$ cat config.mk
export PLATFORM = sky130hd
export DESIGN_NAME = wb_stage
export DESIGN_NICKNAME = d
export VERILOG_FILES = /design/src/rtl/cpu_defs.sv /design/src/rtl/wb_fifo.sv /design/src/rtl/wb_stage.sv
export SDC_FILE = /design/constraint.sdc
export NUM_CORES = 1
export LEC_CHECK = 0
export CAP_MARGIN = 20
export CELL_PAD_IN_SITES_DETAIL_PLACEMENT = 0
export CELL_PAD_IN_SITES_GLOBAL_PLACEMENT = 2
export CORE_ASPECT_RATIO = 0.8
export CORE_UTILIZATION = 29
export DETAILED_ROUTE_END_ITERATION = 10
export GPL_ROUTABILITY_DRIVEN = 0
export GPL_TIMING_DRIVEN = 0
export PLACE_DENSITY = 0.85
export SLEW_MARGIN = 20
export SYNTH_ARGS = -nofsm -noshare
export SYNTH_HDL_FRONTEND = slang
export SYNTH_SLANG_ARGS = --single-unit
$ cat constraint.sdc
create_clock -name clk -period 4.5 [get_ports clk]
set_clock_uncertainty 0.15 [all_clocks]
set_input_delay 0.675 -clock clk [delete_from_list [all_inputs] [get_ports clk]]
set_output_delay 0.675 -clock clk [all_outputs]
set_load 0.01 [all_outputs]
$ cat src/rtl/cpu_defs.sv
// Shared CPU definitions: GPR index width, load-type encodings and the
// load alignment/extraction helpers used by the writeback stage.
package cpu_defs;

  localparam int GPR_IDX_W = 5;

  typedef enum logic [2:0] {
    LD_W  = 3'b000,
    LD_B  = 3'b001,
    LD_BU = 3'b010,
    LD_H  = 3'b011,
    LD_HU = 3'b100
  } ld_type_e;

  // Unknown load codes behave as LW, so they need word alignment.
  function automatic logic ld_misaligned(input logic [2:0] ld_type,
                                         input logic [1:0] addr_lo);
    logic bad;
    case (ld_type)
      LD_B, LD_BU: bad = 1'b0;
      LD_H, LD_HU: bad = addr_lo[0];
      default:     bad = (addr_lo != 2'b00);
    endcase
    return bad;
  endfunction

  function automatic logic [31:0] ld_extract(input logic [2:0]  ld_type,
                                             input logic [1:0]  addr_lo,
                                             input logic [31:0] rdata);
    logic [7:0]  byte_sel;
    logic [15:0] half_sel;
    logic [31:0] value;
    case (addr_lo)
      2'd0:    byte_sel = rdata[7:0];
      2'd1:    byte_sel = rdata[15:8];
      2'd2:    byte_sel = rdata[23:16];
      default: byte_sel = rdata[31:24];
    endcase
    half_sel = addr_lo[1] ? rdata[31:16] : rdata[15:0];
    case (ld_type)
      LD_B:    value = {{24{byte_sel[7]}}, byte_sel};
      LD_BU:   value = {24'h000000, byte_sel};
      LD_H:    value = {{16{half_sel[15]}}, half_sel};
      LD_HU:   value = {16'h0000, half_sel};
      default: value = rdata;
    endcase
    return value;
  endfunction

endpackage

$ cat src/rtl/wb_fifo.sv
// Result queue for the multi-cycle mul/div unit. Each entry carries a valid
// bit so a younger MEM write can cancel it in place without reordering.
module wb_fifo
  import cpu_defs::*;
#(
  parameter int DEPTH = 2
) (
  input  logic                 clk,
  input  logic                 rst,
  input  logic                 push,
  input  logic [GPR_IDX_W-1:0] push_rd,
  input  logic [31:0]          push_data,
  input  logic                 pop,
  input  logic                 inv_en,
  input  logic [GPR_IDX_W-1:0] inv_rd,
  output logic                 head_valid,
  output logic [GPR_IDX_W-1:0] head_rd,
  output logic [31:0]          head_data,
  output logic                 empty,
  output logic                 full
);

  // DEPTH is a power of two, so the pointers wrap on their own.
  localparam int PW = $clog2(DEPTH);
  localparam int CW = $clog2(DEPTH + 1);

  logic [DEPTH-1:0]     ent_valid;
  logic [GPR_IDX_W-1:0] ent_rd   [DEPTH];
  logic [31:0]          ent_data [DEPTH];
  logic [PW-1:0]        rd_ptr;
  logic [PW-1:0]        wr_ptr;
  logic [CW-1:0]        count;

  // Cancellation is applied before the push so a fresh entry is never cleared.
  always_ff @(posedge clk or posedge rst) begin
    if (rst) begin
      rd_ptr    <= '0;
      wr_ptr    <= '0;
      count     <= '0;
      ent_valid <= '0;
      for (int i = 0; i < DEPTH; i++) begin
        ent_rd[i]   <= '0;
        ent_data[i] <= '0;
      end
    end else begin
      if (inv_en) begin
        for (int i = 0; i < DEPTH; i++) begin
          if (ent_rd[i] == inv_rd) ent_valid[i] <= 1'b0;
        end
      end
      if (push) begin
        ent_valid[wr_ptr] <= 1'b1;
        ent_rd[wr_ptr]    <= push_rd;
        ent_data[wr_ptr]  <= push_data;
        wr_ptr            <= wr_ptr + 1'b1;
      end
      if (pop) rd_ptr <= rd_ptr + 1'b1;
      count <= count + CW'(push) - CW'(pop);
    end
  end

  assign empty      = (count == '0);
  assign full       = (count == CW'(DEPTH));
  assign head_valid = !empty && ent_valid[rd_ptr];
  assign head_rd    = ent_rd[rd_ptr];
  assign head_data  = ent_data[rd_ptr];

endmodule

$ cat src/rtl/wb_stage.sv
// Writeback stage: merges MEM-stage results and queued mul/div results onto a
// single registered regfile write port, with load extraction and WAW cancel.
module wb_stage
  import cpu_defs::*;
#(
  parameter int MDU_FIFO_DEPTH = 2
) (
  input  logic                 clk,
  input  logic                 rst,
  input  logic                 mem_valid,
  output logic                 mem_ready,
  input  logic                 mem_wen,
  input  logic [GPR_IDX_W-1:0] mem_rd,
  input  logic [31:0]          mem_result,
  input  logic                 mem_is_load,
  input  logic [2:0]           mem_ld_type,
  input  logic [1:0]           mem_addr_lo,
  input  logic [31:0]          mem_rdata,
  input  logic                 mdu_valid,
  output logic                 mdu_ready,
  input  logic [GPR_IDX_W-1:0] mdu_rd,
  input  logic [31:0]          mdu_result,
  output logic                 rf_wen,
  output logic [GPR_IDX_W-1:0] rf_waddr,
  output logic [31:0]          rf_wdata,
  output logic                 wb_misalign,
  output logic [31:0]          wb_retired
);

  logic                 q_head_valid;
  logic [GPR_IDX_W-1:0] q_head_rd;
  logic [31:0]          q_head_data;
  logic                 q_empty;
  logic                 q_full;
  logic                 q_push;
  logic                 q_pop;

  logic                 mem_accept;
  logic                 mem_bad_align;
  logic                 mem_write;
  logic                 head_write;
  logic [31:0]          mem_wdata;

  // A suppressed misaligned load does not claim the port and cancels nothing.
  // Cancelled heads drain even while a MEM write owns the port; rd=0 mdu
  // results and results overwritten in the same cycle never enter the queue.
  always_comb begin
    mem_accept    = mem_valid && !q_full;
    mem_bad_align = mem_is_load && ld_misaligned(mem_ld_type, mem_addr_lo);
    mem_write     = mem_accept && mem_wen && (mem_rd != '0) && !mem_bad_align;
    mem_wdata     = mem_is_load ? ld_extract(mem_ld_type, mem_addr_lo, mem_rdata)
                                : mem_result;
    q_pop         = !q_empty && (!q_head_valid || !mem_write);
    head_write    = q_pop && q_head_valid;
    q_push        = mdu_valid && !q_full && (mdu_rd != '0) &&
                    !(mem_write && (mdu_rd == mem_rd));
  end

  assign mem_ready = !q_full;
  assign mdu_ready = !q_full;

  wb_fifo #(
    .DEPTH (MDU_FIFO_DEPTH)
  ) u_fifo (
    .clk        (clk),
    .rst        (rst),
    .push       (q_push),
    .push_rd    (mdu_rd),
    .push_data  (mdu_result),
    .pop        (q_pop),
    .inv_en     (mem_write),
    .inv_rd     (mem_rd),
    .head_valid (q_head_valid),
    .head_rd    (q_head_rd),
    .head_data  (q_head_data),
    .empty      (q_empty),
    .full       (q_full)
  );

  // Address and data hold their last value on idle cycles.
  always_ff @(posedge clk or posedge rst) begin
    if (rst) begin
      rf_wen      <= 1'b0;
      rf_waddr    <= '0;
      rf_wdata    <= '0;
      wb_misalign <= 1'b0;
      wb_retired  <= '0;
    end else begin
      rf_wen      <= mem_write || head_write;
      wb_misalign <= mem_accept && mem_bad_align;
      wb_retired  <= wb_retired + 32'(mem_accept);
      if (mem_write) begin
        rf_waddr <= mem_rd;
        rf_wdata <= mem_wdata;
      end else if (head_write) begin
        rf_waddr <= q_head_rd;
        rf_wdata <= q_head_data;
      end
    end
  end

endmodule

-- Word level (Yosys, flattened, before mapping)
Cells that the tools add are included.
- output and inout bits: 73
- word-level logic and storage cells: 97
- register bits after elaboration: 151
- eq/ne operators: 10
- reduce and logical (&&, ||, !) cells: 31
- add/sub/neg operators: 5
- $lt $le $gt $ge: 6
- bitwise logic cells: 3
- multiplexer cells: 29
- operator list (operator ; number):
    $mux W32 ; 7
    $pmux W32 S4 ; 1
    $bwmux W64 ; 1
    $add A32 B1 Y32 ; 1
    $demux W32 S1 ; 1
    $mux W5 ; 6
    $pmux W8 S3 ; 1
    $mux W16 ; 1
    $eq A5 B5 Y1 ; 3
    $logic_and A1 B1 Y1 ; 15
    $bwmux W10 ; 1
    $reduce_bool A5 Y1 ; 2
    $eq A3 B2 Y1 const B ; 2
    $logic_not A1 Y1 ; 6
    $demux W5 S1 ; 1
    $mux W1 ; 5
    $eq A2 B2 Y1 const B ; 2
    $ge A2 B2 Y1 const B ; 2
    $logic_not A2 Y1 ; 2
    $lt A1 B2 Y1 const B ; 2
    $mux W2 ; 2
    $not A1 Y2 ; 2
    $reduce_bool A2 Y1 ; 2
    $reduce_or A2 Y1 ; 2
    other kinds (12) ; 14

-- Longest topological paths before layout
Gate-level depths: netlist of run 1.
- depth after elaboration: 12
- mapped depth: 10

-- Hierarchy
Synthesis of run 1 repeated with hierarchy kept, for this count alone.
- cell total of the unflattened synthesis: 665
- area total of the unflattened synthesis: 7945.1 µm²
- modules (own cells, without submodules) (module ; cells an instance ; seq. area each (µm²) ; times used ; area an instance (µm²)):
    wb_stage ; 431 ; 1776.7 ; 1 ; 4306.6
    wb_fifo ; 234 ; 2001.9 ; 1 ; 3638.5

-- Worst setup path after synthesis of run 1
Ideal clock, no wire load.
- path kind: input port to flip-flop
- start point: input mem_ld_type[1]
- end point: register u_fifo.ent_data[37] (netlist name)
- library setup time: 0.125 ns
- data required time: 4.225 ns
- stages: 9
- path slack: 1.926 ns
- buffers on the path: 4
- arrival time: 2.299 ns
- cell sequence: buf_6 > and3_1 > or3_1 > a21oi_2 > buf_4 > a311oi_2 > buf_6 > buf_6 > mux2_4
- word-level cells in the longest chain between the ends: 9
- elaborated cells between the ends (all ways): 13
- RTL lines (item ; RTL line ; RTL):
    start: declaration ; wb_stage.sv:16 ; input logic [2:0] mem_ld_type,
    $eq A3 B3 Y1, or another cell as far along ; cpu_defs.sv:19 ; case (ld_type)
    $reduce_or A2 Y1 ; cpu_defs.sv:19 ;
    $pmux W1 S2 * ; cpu_defs.sv:19 ;
    $logic_and A1 B1 Y1 * ; wb_stage.sv:49 ; mem_bad_align = mem_is_load && ld_misaligned(mem_ld_type, mem_addr_lo);
    $logic_not A1 Y1 * ; wb_stage.sv:50 ; mem_write = mem_accept && mem_wen && (mem_rd != '0) && !mem_bad_align;
    $logic_and A1 B1 Y1 * ; wb_stage.sv:50 ;
    $logic_and A1 B1 Y1 * ; wb_stage.sv:56 ; !(mem_write && (mdu_rd == mem_rd));
    $logic_not A1 Y1 * ; wb_stage.sv:56 ;
    $logic_and A1 B1 Y1 * ; wb_stage.sv:55 ; q_push = mdu_valid && !q_full && (mdu_rd != '0) &&
    end signal: indexed assignment ; wb_fifo.sv:54 ; ent_data[wr_ptr] <= push_data;
    end: declaration ; wb_fifo.sv:29 ; logic [31:0] ent_data [DEPTH];
Mark *: on every way between the ends. The rest lies on a longest branch, timed or not.
A chain may end at the register's enable or synchronous reset.

-- Worst setup path after layout of run 1
- start point: input mem_addr_lo[1]
- end point: register u_fifo.ent_data[1] (netlist name)
- word-level cells in the longest chain between the ends: 8
- RTL lines (item ; RTL line ; RTL):
    start: declaration ; wb_stage.sv:17 ; input logic [1:0] mem_addr_lo,
    $reduce_bool A2 Y1 ; cpu_defs.sv:22 ; default: bad = (addr_lo != 2'b00);
    $pmux W1 S2 ; cpu_defs.sv:19 ;
    $logic_and A1 B1 Y1 ; wb_stage.sv:49 ;
    $logic_not A1 Y1 ; wb_stage.sv:50 ;
    $logic_and A1 B1 Y1 ; wb_stage.sv:50 ;
    $logic_and A1 B1 Y1 ; wb_stage.sv:56 ;
    $logic_not A1 Y1 ; wb_stage.sv:56 ;
    $logic_and A1 B1 Y1 ; wb_stage.sv:55 ;
No other way between the ends.

==> results of run 1 <==
## worst max-delay path by stage
stage / from / end / slack, ns / cells after the start
2_1_floorplan: rst / rf_waddr[0]$_DFFE_PP0P_ / 1.77 / 1
6_report: mem_addr_lo[1] / u_fifo.ent_data[1]$_DFFE_PP0P_ / 1.15 / 8
5_1_grt: mem_addr_lo[1] / u_fifo.ent_data[1]$_DFFE_PP0P_ / 0.94 / 8
4_1_cts: mem_addr_lo[1] / u_fifo.ent_data[1]$_DFFE_PP0P_ / 1.08 / 8
3_3_place_gp: rst / u_fifo.ent_data[12]$_DFFE_PP0P_ / 0.35 / 2
3_5_place_dp: mem_addr_lo[1] / u_fifo.ent_data[8]$_DFFE_PP0P_ / 0.65 / 8
## report_power, final
part           switching [µW]  leakage [µW]  internal, µW
Combinational            1290       0.00238          1410
Clock                     646      0.000290           889
Sequential                368       0.00182          1940
## flip-flops by register name, summed over array words and instances (netlist names)
register          count
u_fifo.ent_data      64
rf_wdata             32
wb_retired           32
u_fifo.ent_rd        10
rf_waddr              5
u_fifo.count          2
u_fifo.ent_valid      2
rf_wen                1
u_fifo.rd_ptr         1
u_fifo.wr_ptr         1
wb_misalign           1
## synthesized netlist by cell type (2+ instances only)
master / n
dfrtp_1: 151
nand2_1: 68
mux2i_1: 55
mux2_2: 45
o21ai_0: 45
o22ai_1: 32
xnor2_1: 32
clkbuf_1: 29
o211ai_1: 20
inv_1: 19
mux2_4: 19
nand3_1: 18
nor2b_1: 18
xor2_1: 18
nor2_1: 15
mux2_1: 13
buf_2: 11
and3_1: 10
a22oi_1: 8
nand4_1: 8
o2111a_1: 8
nor3_1: 6
and2_1: 5
mux4_2: 5
o211a_1: 5
buf_1: 4
buf_4: 4
buf_6: 4
a21o_1: 3
a22o_1: 3
a31oi_1: 3
ha_1: 3
and4_1: 2
nand2b_1: 2
o21ai_1: 2
## per-layer routing
metal  GRT usage [%]  vias to the layer above
li1                -                     2935
met3            4.64                       25
met2            26.5                      232
met1            27.5                     3091
met4            4.02                        2
met5               0                        -
## kinds of logic (layout without fill, tap and decap cells)
kind of cell | after synthesis | in the layout | share of synthesized area (%)
AOI/OAI and AO/OA | 134 | 134 | 11.4
xor gates and xnor gates | 50 | 50 | 5.58
buffers and inverters | 71 | 290 | 4.15
muxes | 137 | 137 | 20.4
other | 0 | 1 | 0
and+or+nand+nor | 158 | 158 | 9.78
DFF | 151 | 151 | 48.2
adders and majority gates | 3 | 3 | 0.478
## area by class of cell
class	count	area share, %
plain buffers	52	2.34
repair buffers	187	17.8
clock inverters	15	1.78
flip-flops and latches	151	34.8
clock buffers	17	3.92
multi-input cells	482	34.5
diodes	1	0.0231
well taps	357	4.12
inverters	19	0.692
## through the flow
stage	hold slack [ns]	cell area (µm²)	total power (µW)	worst slack (ns)
after floorplan	0.299	7850	3920	1.77
after global placement	0.307	10100	4990	0.353
after detailed placement	0.325	10200	5050	0.646
after CTS	0.338	10900	6610	1.08
after global routing	0.360	10900	6980	0.941
final	0.329	10900	6550	1.15
==> impl_metrics.py, run 1 <==
metrics = {
    "status": {
        "status": "completed",
    },
    "clock_network": {
        "cts_max_level": 4,
        "insertion_delay_ns": 0.42,
        "cts.path.max_buffers": 2,
        "cts_setup_buffers": 0,
        "clock_sinks": 151,
        "numCtsBuffers": 17,
        "ctsResizeCount": 0,
        "ctsHoldBuffers": 0,
        "clk_pin_slew_worst_paths_ns": 0.07,
        "tritoncts": "yes",
        "root_buffer": "clkbuf_16",
    },
    "critical_path": {
        "cp_slowest_stage_delay_ns": 0.61,
        "end_kind": "flop",
        "critPathRequiredTime_ns": 4.64,
        "r2r-end": "wb_retired[20]$_DFF_PP0_",
        "cp_slowest_cell": "clkdlybuf4s50_1",
        "crit_type": "in -> reg",
        "cpLargestDelayFamily": "buffers and inverters",
        "path_buf_inv": 3,
        "critPathLaunchType": "input port",
        "cp_cell_sequence": "clkdlybuf4s50_1, o21ai_0, a31oi_1, a21oi_2, a311oi_1, buf_2, buf_2, mux2_1",
        "critical_path.most_common_cell": "buf_2",
        "critPathArrivalTime_ns": 3.49,
        "worst-path-max-fanout": 10,
        "rrSetupSlack_ns": 1.84,
        "reg2reg_from": "u_fifo.count[0]$_DFF_PP0_",
        "worst-r2r-cell-count": 9,
    },
    "floorplan": {
        "start_util_pct": 29.7,
        "die_height_um": 149,
        "core_um2": 26400,
        "row_count": 53,
        "io_pins": 190,
        "die_x_um": 186,
        "die_area_um2": 27700,
    },
    "layout": {
        "fillers": 2619,
        "multi_input_area_um2": 3740,
        "syn_to_final_growth_pct": 38.3,
        "nNetsFinal": 1030,
        "layout_common_cells": "clkdlybuf4s50_1, dfrtp_1, nand2_1",
        "post-route-util_pct": 41.1,
        "drive_above_1_share_pct": 14.1,
        "layout_commonest_cell": "clkdlybuf4s50_1",
        "seq_area_um2": 3780,
        "layout.cells.non_filler": 1281,
    },
    "routing": {
        "top_layer": "met5",
        "wire_per_inst_um": 19.4,
        "num_vias": 6285,
        "ant_nets": 0,
        "wl_met2_mm": 10.4,
        "drt-met1-wl_mm": 12.5,
        "viasPerCell": 4.91,
        "drt_iter0_drc": 365,
        "wl_met3_mm": 1.56,
        "drc": 0,
        "wl_mm": 24.8,
        "first_pass_iters": 5,
    },
    "global_routing": {
        "grt_pass1_vias": 6495,
        "gr-total-overflow": 0,
        "grt_max_degree": 33,
        "grt_use_total_pct": 18.4,
        "grt_antenna_before_repair": 2,
        "grt_first_pass_wirelength_mm": 37.9,
    },
    "min_path": {
        "holdPathEnd": "wb_retired[31]$_DFF_PP0_",
        "holdPathStages": 1,
        "min-delay-start": "wb_retired[31]$_DFF_PP0_",
        "hp-class": "reg -> reg",
    },
    "yosys": {
        "ys.flop_type": "dfrtp_1",
        "ys_types": 46,
        "synthDominantCellAreaShare_pct": 48.2,
        "ys_warn_count": 0,
        "syn_avg_cell_area_um2": 11.1,
        "ys_seq_area_share_pct": 48.2,
        "synthTopCellsByArea": "dfrtp_1, mux2i_1, mux2_2, mux2_4, xnor2_1",
        "synth_area_um2": 7850,
        "synth_area_leader_cell": "dfrtp_1",
        "synth_async_sr_flop_share_pct": 100,
        "syn-num-nets": 824,
        "synth_seq_cells": 151,
        "synth-edff-count": 0,
        "syn-instance-count": 704,
    },
    "timing": {
        "rsz0062_at_grt": "false",
        "hold_viol_final": 0,
        "finalCritPeriodShare_pct": 74.5,
        "tightest_slew_ns": 0.833,
        "setup-tns-final_ns": 0,
        "min_period_ns": 3.35,
        "max_freq_mhz": 298,
        "relSlewSlack_pct": 44.5,
        "setup_viol": 0,
        "slew_viol_final": 0,
    },
    "place": {
        "placement.io_buffers": 182,
        "dp_hpwl_mm": 19.1,
        "place_inst": 1248,
    },
    "flow_run": {
        "drv_cap": 0,
    },
    "power_and_ir_drop": {
        "vdd_drop_max_uv": 350,
        "p_per_area_nw_per_um2": 603,
        "p_leak_uw": 0.00449,
    },
}
(Power assumes the default switching activity.)
==> run 2: changes to the inputs <==
- CORE_UTILIZATION: 29 -> 32
- PLACE_DENSITY: 0.85 -> 0.89
- clock period: 4.5 -> 3.2 ns (I/O delays scaled with it)
==> run 2 against run 1 <==
  * Design area decreased by 0.76%
  * Sequential share of layout area increased by 0.27 points
  * Total power increased by 38%
  * Critical path depth unchanged
  * Cell count decreased by 3.6%
  * Combinational power increased by 41%
  * First-iteration DRC count decreased by 6.3%
  * Non-clock buffer count unchanged
  * Sequential power increased by 40%
  * Utilization increased by 4.3 points
  * Critical endpoint is now u_fifo.ent_data[14]$_DFFE_PP0P_
  * Highest routed layer is now met4
==> impl_metrics.py, run 2 (synthesis results as in run 1) <==
metrics = {
    "place": {
        "place_inst": 1203,
        "placement.io_buffers": 182,
        "dp_hpwl_mm": 18.6,
        "place_ws_ns": -0.284,
        "place_area_um2": 10200,
    },
    "global_routing": {
        "grt_antenna_before_repair": 0,
        "grt_use_total_pct": 19.7,
        "grt_pass1_vias": 6485,
        "gr-total-overflow": 0,
        "grt_max_degree": 33,
        "grt_first_pass_wirelength_mm": 37.3,
    },
    "timing": {
        "slew_viol_final": 0,
        "hold_viol_final": 0,
        "setup-tns-final_ns": 0,
        "finalCritPeriodShare_pct": 92.6,
        "relSlewSlack_pct": 43.8,
        "rsz0062_at_grt": "false",
        "max_freq_mhz": 337,
        "worst_slack_ns": 0.236,
        "tightest_slew_ns": 0.842,
        "setup_viol": 0,
        "min_period_ns": 2.96,
    },
    "layout": {
        "post-route-util_pct": 45.4,
        "seq_area_um2": 3780,
        "nNetsFinal": 1030,
        "largest_reg_flops": 64,
        "layout.cells.non_filler": 1235,
        "fillers": 2217,
        "drive_above_1_share_pct": 14.2,
        "top_register": "u_fifo.ent_data",
        "layout_commonest_cell": "clkdlybuf4s50_1",
        "num_antenna_cells": 0,
        "layout_common_cells": "clkdlybuf4s50_1, dfrtp_1, nand2_1",
        "final_cell_area_um2": 10800,
        "reg_top3": "u_fifo.ent_data: 64 flops, rf_wdata: 32 flops, wb_retired: 32 flops",
        "syn_to_final_growth_pct": 37.3,
        "multi_input_area_um2": 3750,
    },
    "critical_path": {
        "worst-path-max-fanout": 10,
        "critPathLaunchType": "input port",
        "end_kind": "flop",
        "critPathArrivalTime_ns": 3.12,
        "crit_type": "in -> reg",
        "rrSetupSlack_ns": 0.41,
        "critPathRequiredTime_ns": 3.36,
    },
    "floorplan": {
        "die_area_um2": 25200,
        "io_pins": 190,
        "die_x_um": 177,
        "core_um2": 23700,
        "die_height_um": 142,
        "row_count": 50,
        "start_util_pct": 33.1,
    },
    "clock_network": {
        "cts_max_level": 4,
        "tritoncts": "yes",
        "insertion_delay_ns": 0.43,
        "cts.path.max_buffers": 2,
        "root_buffer": "clkbuf_16",
        "clk_pin_slew_worst_paths_ns": 0.06,
        "numCtsBuffers": 17,
        "ctsHoldBuffers": 0,
        "clock_sinks": 151,
    },
    "routing": {
        "drt_iter0_drc": 342,
        "ant_nets": 0,
        "viasPerCell": 5.09,
        "wire_per_inst_um": 19.5,
        "num_vias": 6283,
        "wl_mm": 24.1,
        "drc": 0,
        "first_pass_iters": 4,
    },
    "power_and_ir_drop": {
        "p_per_area_nw_per_um2": 841,
        "vdd_drop_max_uv": 367,
        "p_leak_uw": 0.00448,
    },
    "status": {
        "status": "completed",
    },
    "min_path": {
        "hp-class": "in -> reg",
    },
    "flow_run": {
        "drv_cap": 0,
    },
}
## run 2: cell types whose count changed in the layout (fill, tap and decap cells not counted), moves of 2 or more
cell,change
clkinvlp_4,-3
bufinv_16,-2
inv_8,+2
clkinv_4,+2
## run 2: metrics by stage
step / hold WS (ns) / total power [µW]
floorplan: 0.299 / 5520
global placement: 0.309 / 6990
detailed placement: 0.316 / 7080
CTS: 0.237 / 9140
global route: 0.308 / 9640
finish: 0.260 / 9060
## run 2: final cells by class
cell class	instances	area share (%)
Buffer	52	2.36
Clock buffer	17	3.95
Clock inverter	15	1.51
Inverter	19	0.697
Multi-Input combinational cell	482	34.8
Sequential cell	151	35.1
Tap cell	312	3.62
Timing Repair Buffer	187	18.0
## run 2: critical path, cell delays in order
cell and delay (ns):
clkdlybuf4s50_1 0.60, o21ai_0 0.16, a31oi_2 0.31, a21oi_2 0.11
a311oi_1 0.39, buf_2 0.34, buf_2 0.34, mux2_2 0.37
## run 2: final timing paths
kind | cells past startpoint | end | from
min reg2reg | 1 | u_fifo.ent_valid[0]$_DFF_PP0_ | u_fifo.ent_valid[0]$_DFF_PP0_
max reg2reg | 9 | wb_retired[20]$_DFF_PP0_ | u_fifo.count[1]$_DFF_PP0_
max | 8 | u_fifo.ent_data[14]$_DFFE_PP0P_ | mem_addr_lo[1]
max in group asynchronous | 5 | u_fifo.ent_data[22]$_DFFE_PP0P_ | rst
min | 3 | rf_waddr[0]$_DFFE_PP0P_ | mem_rd[0]
min in group asynchronous | 2 | wb_retired[16]$_DFF_PP0_ | rst
## run 2: report_power, final
group          internal [µW]  total (µW)  switching (µW)
registers               2730        3240             509
logic                   1990        3800            1810
clock network           1110        2020             912
## run 2: repair_timing
item                                    CTS  global route
endpoints found under the setup margin    0             3
setup buffers                             0             0
resized for setup                         0             1
## run 2: metal layers
layer | global-route usage [%] | share of wire (%) | vias to the layer above
li1 | - | - | 2940
met1 | 28.6 | 49 | 3088
met2 | 29.0 | 43 | 233
met3 | 5.18 | 6.5 | 22
met4 | 4.63 | 1.2 | 0
met5 | 0 | 0 | -
